===== src/rtl/noc_params.sv =====
// Shared NoC types: flit labels, port identifiers and flit formats.
// flit_novc_t is the flit as it arrives on the input link; flit_t carries the
// downstream virtual-channel id added on the way out of the buffer.
package noc_params;

    localparam int unsigned VC_NUM    = 4;
    localparam int unsigned VC_SIZE   = $clog2(VC_NUM);
    localparam int unsigned DATA_SIZE = 16;

    typedef enum logic [2:0] {
        LOCAL = 3'd0,
        NORTH = 3'd1,
        SOUTH = 3'd2,
        WEST  = 3'd3,
        EAST  = 3'd4
    } port_t;

    typedef enum logic [1:0] {
        HEAD     = 2'd0,
        BODY     = 2'd1,
        TAIL     = 2'd2,
        HEADTAIL = 2'd3
    } flit_label_t;

    typedef struct packed {
        flit_label_t          flit_label;
        logic [DATA_SIZE-1:0] data;
    } flit_novc_t;

    typedef struct packed {
        flit_label_t          flit_label;
        logic [VC_SIZE-1:0]   vc_id;
        logic [DATA_SIZE-1:0] data;
    } flit_t;

endpackage


===== src/rtl/multi_packet_input_buffer_sync_fifo.sv =====
// Generic synchronous FIFO with asynchronous active-high reset.
// Depth need not be a power of two; pointers wrap explicitly at DEPTH-1.
// Ports: clk, rst, push_i/wdata_i (write), pop_i (read), rdata_o (front entry,
// combinational), full_o, empty_o, count_o (entries stored).
// The caller must not push when full or pop when empty.
module sync_fifo #(
    parameter int unsigned WIDTH = 8,
    parameter int unsigned DEPTH = 4
) (
    input  logic                       clk,
    input  logic                       rst,
    input  logic                       push_i,
    input  logic [WIDTH-1:0]           wdata_i,
    input  logic                       pop_i,
    output logic [WIDTH-1:0]           rdata_o,
    output logic                       full_o,
    output logic                       empty_o,
    output logic [$clog2(DEPTH+1)-1:0] count_o
);

    localparam int unsigned PtrW = (DEPTH > 1) ? $clog2(DEPTH) : 1;
    localparam int unsigned CntW = $clog2(DEPTH + 1);
    localparam logic [PtrW-1:0] LastPtr = PtrW'(DEPTH - 1);

    logic [WIDTH-1:0] mem_q [DEPTH];
    logic [PtrW-1:0]  wr_ptr_q, rd_ptr_q;
    logic [CntW-1:0]  count_q;

    function automatic logic [PtrW-1:0] ptr_inc(input logic [PtrW-1:0] p);
        return (p == LastPtr) ? '0 : p + 1'b1;
    endfunction

    always_ff @(posedge clk or posedge rst) begin
        if (rst) begin
            wr_ptr_q <= '0;
            rd_ptr_q <= '0;
            count_q  <= '0;
        end else begin
            if (push_i) wr_ptr_q <= ptr_inc(wr_ptr_q);
            if (pop_i)  rd_ptr_q <= ptr_inc(rd_ptr_q);
            if (push_i && !pop_i)      count_q <= count_q + 1'b1;
            else if (pop_i && !push_i) count_q <= count_q - 1'b1;
        end
    end

    // Storage array needs no reset; validity is tracked by count_q.
    always_ff @(posedge clk) begin
        if (push_i) mem_q[wr_ptr_q] <= wdata_i;
    end

    assign rdata_o = mem_q[rd_ptr_q];
    assign full_o  = (count_q == CntW'(DEPTH));
    assign empty_o = (count_q == '0);
    assign count_o = count_q;

endmodule


===== src/rtl/multi_packet_input_buffer.sv =====
// Per-VC router input buffer holding up to MAX_PACKETS packets back-to-back.
// Flits go into one FIFO, each accepted head's route into a second FIFO; the
// IDLE/VA/SA FSM serves the packet at the head and returns one credit per pop.
// Ports: data_i/write_i/out_port_i (link write), read_i (switch grant),
// vc_valid_i/vc_new_i (VC grant); data_o (front flit), is_full_o, is_empty_o,
// occupancy_o, credit_o, out_port_o, vc_request_o, switch_request_o,
// vc_allocatable_o, downstream_vc_o, error_o.
module multi_packet_input_buffer
    import noc_params::*;
#(
    parameter int unsigned BUFFER_SIZE = 8,
    parameter int unsigned MAX_PACKETS = 2
) (
    input  logic                             clk,
    input  logic                             rst,
    input  flit_novc_t                       data_i,
    input  logic                             write_i,
    input  port_t                            out_port_i,
    input  logic                             read_i,
    input  logic                             vc_valid_i,
    input  logic [VC_SIZE-1:0]               vc_new_i,
    output flit_t                            data_o,
    output logic                             is_full_o,
    output logic                             is_empty_o,
    output logic [$clog2(BUFFER_SIZE+1)-1:0] occupancy_o,
    output logic                             credit_o,
    output port_t                            out_port_o,
    output logic                             vc_request_o,
    output logic                             switch_request_o,
    output logic                             vc_allocatable_o,
    output logic [VC_SIZE-1:0]               downstream_vc_o,
    output logic                             error_o
);

    localparam int unsigned FlitW = $bits(flit_novc_t);
    localparam int unsigned PortW = $bits(port_t);

    typedef enum logic [1:0] {StIdle = 2'd0, StVa = 2'd1, StSa = 2'd2} state_t;

    state_t             state_q;
    logic               in_pkt_q;
    logic [VC_SIZE-1:0] downstream_vc_q;
    logic               credit_q, vc_alloc_q, error_q;

    logic [FlitW-1:0] flit_rdata;
    logic [PortW-1:0] rq_rdata;
    logic             flit_full, flit_empty, rq_full, rq_empty;
    logic [$clog2(MAX_PACKETS+1)-1:0] rq_count;
    flit_novc_t       front;
    logic             in_is_head, wr_ok, rd_ok, front_is_tail, rq_pop;
    logic             wr_err, rd_err, vc_err;

    assign front         = flit_novc_t'(flit_rdata);
    assign in_is_head    = (data_i.flit_label == HEAD) || (data_i.flit_label == HEADTAIL);
    assign front_is_tail = (front.flit_label == TAIL) || (front.flit_label == HEADTAIL);

    // Full is checked on registered state, so a same-cycle read never makes
    // room for a write into a full buffer.
    assign wr_ok = write_i && !flit_full &&
                   ((in_is_head && !in_pkt_q && !rq_full) || (!in_is_head && in_pkt_q));
    assign rd_ok  = read_i && (state_q == StSa) && !flit_empty;
    assign rq_pop = rd_ok && front_is_tail;

    assign wr_err = write_i && !wr_ok;
    assign rd_err = read_i && !rd_ok;
    assign vc_err = vc_valid_i && (state_q != StVa);

    sync_fifo #(
        .WIDTH (FlitW),
        .DEPTH (BUFFER_SIZE)
    ) u_flit_fifo (
        .clk     (clk),
        .rst     (rst),
        .push_i  (wr_ok),
        .wdata_i (data_i),
        .pop_i   (rd_ok),
        .rdata_o (flit_rdata),
        .full_o  (flit_full),
        .empty_o (flit_empty),
        .count_o (occupancy_o)
    );

    sync_fifo #(
        .WIDTH (PortW),
        .DEPTH (MAX_PACKETS)
    ) u_route_fifo (
        .clk     (clk),
        .rst     (rst),
        .push_i  (wr_ok && in_is_head),
        .wdata_i (out_port_i),
        .pop_i   (rq_pop),
        .rdata_o (rq_rdata),
        .full_o  (rq_full),
        .empty_o (rq_empty),
        .count_o (rq_count)
    );

    always_ff @(posedge clk or posedge rst) begin
        if (rst) begin
            state_q         <= StIdle;
            in_pkt_q        <= 1'b0;
            downstream_vc_q <= '0;
            credit_q        <= 1'b0;
            vc_alloc_q      <= 1'b0;
            error_q         <= 1'b0;
        end else begin
            credit_q   <= rd_ok;
            vc_alloc_q <= 1'b0;
            error_q    <= wr_err || rd_err || vc_err;

            if (wr_ok) begin
                unique case (data_i.flit_label)
                    HEAD:          in_pkt_q <= 1'b1;
                    TAIL:          in_pkt_q <= 1'b0;
                    BODY, HEADTAIL: in_pkt_q <= in_pkt_q;
                    default:       in_pkt_q <= in_pkt_q;
                endcase
            end

            case (state_q)
                StIdle: if (!rq_empty) state_q <= StVa;
                StVa: begin
                    if (vc_valid_i) begin
                        downstream_vc_q <= vc_new_i;
                        state_q         <= StSa;
                    end
                end
                StSa: begin
                    if (rq_pop) begin
                        vc_alloc_q <= 1'b1;
                        state_q    <= StIdle;
                    end
                end
                default: begin
                    state_q    <= StIdle;
                    vc_alloc_q <= 1'b1;
                    error_q    <= 1'b1;
                end
            endcase
        end
    end

    // Front flit is masked when empty so the output is clean after reset.
    always_comb begin
        data_o = '0;
        if (!flit_empty) begin
            data_o.flit_label = front.flit_label;
            data_o.vc_id      = downstream_vc_q;
            data_o.data       = front.data;
        end
    end

    assign is_full_o        = flit_full;
    assign is_empty_o       = flit_empty;
    assign credit_o         = credit_q;
    assign out_port_o       = rq_empty ? LOCAL : port_t'(rq_rdata);
    assign vc_request_o     = (state_q == StVa);
    assign switch_request_o = (state_q == StSa) && !flit_empty;
    assign vc_allocatable_o = vc_alloc_q;
    assign downstream_vc_o  = downstream_vc_q;
    assign error_o          = error_q;

    logic unused_rq_count;
    assign unused_rq_count = ^rq_count;

endmodule


===== config.mk =====
export PLATFORM = sky130hd
export DESIGN_NAME = multi_packet_input_buffer
export DESIGN_NICKNAME = d
export VERILOG_FILES = /design/src/rtl/noc_params.sv /design/src/rtl/multi_packet_input_buffer_sync_fifo.sv /design/src/rtl/multi_packet_input_buffer.sv
export SDC_FILE = /design/constraint.sdc
export NUM_CORES = 1
export LEC_CHECK = 0
export BUFFER_PORTS_ARGS = -buffer_cell sky130_fd_sc_hd__buf_2
export CORE_MARGIN = 2
export CORE_UTILIZATION = 53
export CTS_CLUSTER_SIZE = 10
export DETAILED_ROUTE_END_ITERATION = 12
export PLACE_DENSITY_LB_ADDON = 0.15
export SYNTH_ARGS = -nofsm -noshare
export SYNTH_HDL_FRONTEND = slang
export SYNTH_SLANG_ARGS = --single-unit

===== constraint.sdc =====
create_clock -name clk -period 3 [get_ports clk]
set_input_delay 0.6 -clock clk [delete_from_list [all_inputs] [get_ports clk]]
set_output_delay 0.6 -clock clk [all_outputs]
set_load 0.02 [all_outputs]

==> impl_metrics.json <==
{
  "status": "complete, no violations",
  "skew_ns": 0.00860,
  "nFillCells": 940,
  "grt_pass1_vias": 3585,
  "ys_seq_elements": 172,
  "start_util": 0.547,
  "yosys_warnings": 0,
  "netlist_instances": 362,
  "h-tree-depth": 4,
  "cts_buffers": 17,
  "syn-mean-instance-area_um2": 19.2,
  "clock-sinks": 172,
  "core-area_mm2": 0.0127,
  "dp_slack_ns": 0.199,
  "cp.arrival_ns": 2.13,
  "min_path_type": "in -> async",
  "num_vias": 3485,
  "die-width_um": 119,
  "dpl.hpwl_mm": 7.52,
  "critPathKind": "reg -> out",
  "wl_mm": 12.6,
  "drive_gt1_frac": 0.348,
  "firstDrtPassIters": 4,
  "cts_tree": "built",
  "final_util": 0.638,
  "layout_commonest_cell": "edfxtp_1",
  "synth.distinct_cells": 43,
  "avgRoutedWirePerCell_um": 19.9,
  "vdd_ir_drop_max_uv": 508,
  "post-route-min-period_ns": 2.73,
  "pin_count": 64,
  "ys_seq_area_frac": 0.727,
  "synthToLayoutAreaGrowth_pct": 16.7,
  "slew_headroom": 0.417,
  "fmax_mhz": 367,
  "grt_setup_unrepaired": "false",
  "grt_pass1_wl_mm": 19.5,
  "root_buffer": "clkbuf_16",
  "grt_util_all_layers": 0.191,
  "critical-path-top-delay-family": "multiplexers",
  "setup_viol": 0,
  "postCtsSetupRepairBufs": 0,
  "fin_ws_ns": 0.272,
  "finalCritPeriodShare": 0.909,
  "cts_buffer_depth": 2,
  "routed_via_density": 5.49,
  "required_ns": 2.40,
  "rows": 41,
  "power.leakage_nw": 2.95,
  "diodes": 0,
  "cts_resized": 0,
  "final_cell_mix": "edfxtp_1, buf_2, mux4_2, nor2_1, mux2i_1",
  "drv_cap": 0,
  "ant_nets": 0,
  "crit_path_start_kind": "flop",
  "max_stage_delay_ns": 0.57,
  "synth_nets": 402,
  "hold_ws_ns": 0.358,
  "drc": 0,
  "cp_num_buf_inv": 2,
  "postCtsHoldBufs": 0,
  "total_power_mw": 7.73,
  "antenna_found_initial": 0,
  "tightest_slew_ns": 0.874,
  "overflow": 0,
  "die_y_um": 119,
  "slowest_stage": "mux4_2",
  "slew_violations": 0,
  "clock_latency_ns": 0.42,
  "p_per_area_mw_per_mm2": 953,
  "dr.first_iter.drc_count": 173,
  "path_cells": "buf_4, mux4_2, mux2i_1, nor2_1, buf_2",
  "hold_viol_final": 0,
  "port_buffers": 63,
  "netlist_area_mm2": 0.00696,
  "fp.dieArea_mm2": 0.0141,
  "cp-end-kind": "output port",
  "nets": 492,
  "clkTransAtPathRegs_ns": 0.06,
  "gp_congestion": 0.708,
  "grt_max_degree": 41,
  "crit_path_max_fanout": 23
}
[stage by stage]
step / TNS, ns / area, um^2 / instances
2_1_floorplan: -43.31 / 6960 / 362
3_3_place_gp: 0 / 7630 / 605
3_5_place_dp: 0 / 7630 / 605
4_1_cts: 0 / 8120 / 635
5_1_grt: 0 / 8120 / 635
6_report: 0 / 8120 / 635
[path summary, 6_finish.rpt]
kind / start / end / slack, ns / cells after the start
worst max register to register: u_flit_fifo.count_o[0] / u_flit_fifo.count_o[3] / 0.55 / 10
worst min-delay path: rst / downstream_vc_o[0] / 0.36 / 2
max in group asynchronous: rst / u_flit_fifo.rd_ptr_q[0] / 2.05 / 2
worst max-delay path: u_flit_fifo.rd_ptr_q[0] / data_o[10] / 0.27 / 5
worst min register to register: u_route_fifo.wr_ptr_q / u_route_fifo.wr_ptr_q / 0.50 / 1
min in group clk: out_port_i[2] / u_route_fifo.mem_q[1][2] / 0.37 / 1
[final cells by class]
class / count / area, um^2 / area share
multi-input combinational: 166 / 1820 / 0.225
clock inverter: 11 / 56.3 / 0.00694
tap: 172 / 215 / 0.0265
timing repair buffer: 85 / 493 / 0.0607
clock buffer: 19 / 433 / 0.0533
sequential: 172 / 5060 / 0.623
inverter: 10 / 37.5 / 0.00463
[synth_stat cells]
cell       count  area share
a211oi_1       2      0.0022
a21o_1         1      0.0011
a21oi_1        1     0.00072
a22o_1         1      0.0013
a22oi_1        1      0.0011
a31oi_1        1     0.00090
a41oi_1        1      0.0013
and3_1         1     0.00090
and3b_1        1      0.0013
and4_1         2      0.0025
and4b_1        1      0.0014
buf_2          9      0.0065
buf_4          1      0.0011
buf_6          1      0.0016
clkbuf_1       3      0.0016
dfrtp_1       22       0.079
edfxtp_1     150        0.65
fa_1           1      0.0029
ha_1          11       0.020
inv_1          8      0.0043
inv_2          2      0.0011
mux2_1         3      0.0049
mux2_2         3      0.0049
mux2_4         3      0.0065
mux2i_1       25       0.036
mux4_2        34        0.11
nand2_1        7      0.0038
nand2b_1       3      0.0027
nand3_1        1     0.00072
nand3_2        1      0.0014
nand3b_1       1      0.0011
nand4_1        1     0.00090
nand4_2        1      0.0018
nor2_1        31       0.017
nor2b_1        7      0.0063
nor3_1         4      0.0029
nor4_1         4      0.0036
nor4_4         1      0.0031
o21ai_0        1     0.00072
o21ai_1        1     0.00072
o2bb2ai_1      1      0.0013
xnor2_1        6      0.0076
xor2_1         2      0.0025
[report_power, final]
group | switching (mW) | internal, mW
Sequential | 0.258 | 2.92
Combinational | 1.50 | 1.21
Clock | 0.815 | 1.03
Total | 2.58 | 5.16
[layer usage]
metal	track usage	vias up	part of all wire
met3	0.0473	14	0.050
li1	-	1606	-
met2	0.311	74	0.51
met5	0	-	0
met1	0.250	1791	0.43
met4	0.0707	0	0.011
[state kept, by name, summed over array words and instances (netlist names), 2 cells and up]
signal,cells
downstream_vc_o,2
state_q,2
u_flit_fifo.count_o,4
u_flit_fifo.mem_q,144
u_flit_fifo.rd_ptr_q,3
u_flit_fifo.wr_ptr_q,3
u_route_fifo.count_o,2
u_route_fifo.mem_q,6
[worst reg2reg max path: stages, from the launching register on]
cell and delay [ns]:
dfrtp_1 0.48, nor4_4 0.36, and3b_1 0.24, inv_2 0.05, ha_1 0.15, inv_1 0.10
ha_1 0.28, a21o_1 0.17, a21oi_1 0.16, mux2i_1 0.25, xnor2_1 0.14
[cells by family (layout without fill, tap and decap cells)]
group,Yosys count,in the layout,synth area share
compound gates,11,11,0.0112
xor+xnor,8,8,0.0101
fa+ha+maj,12,12,0.0227
buf+inv,24,125,0.0162
flops,172,172,0.727
mux,68,68,0.162
simple gates,67,67,0.0511
No activity file was read; power rests on OpenSTA's default activity.
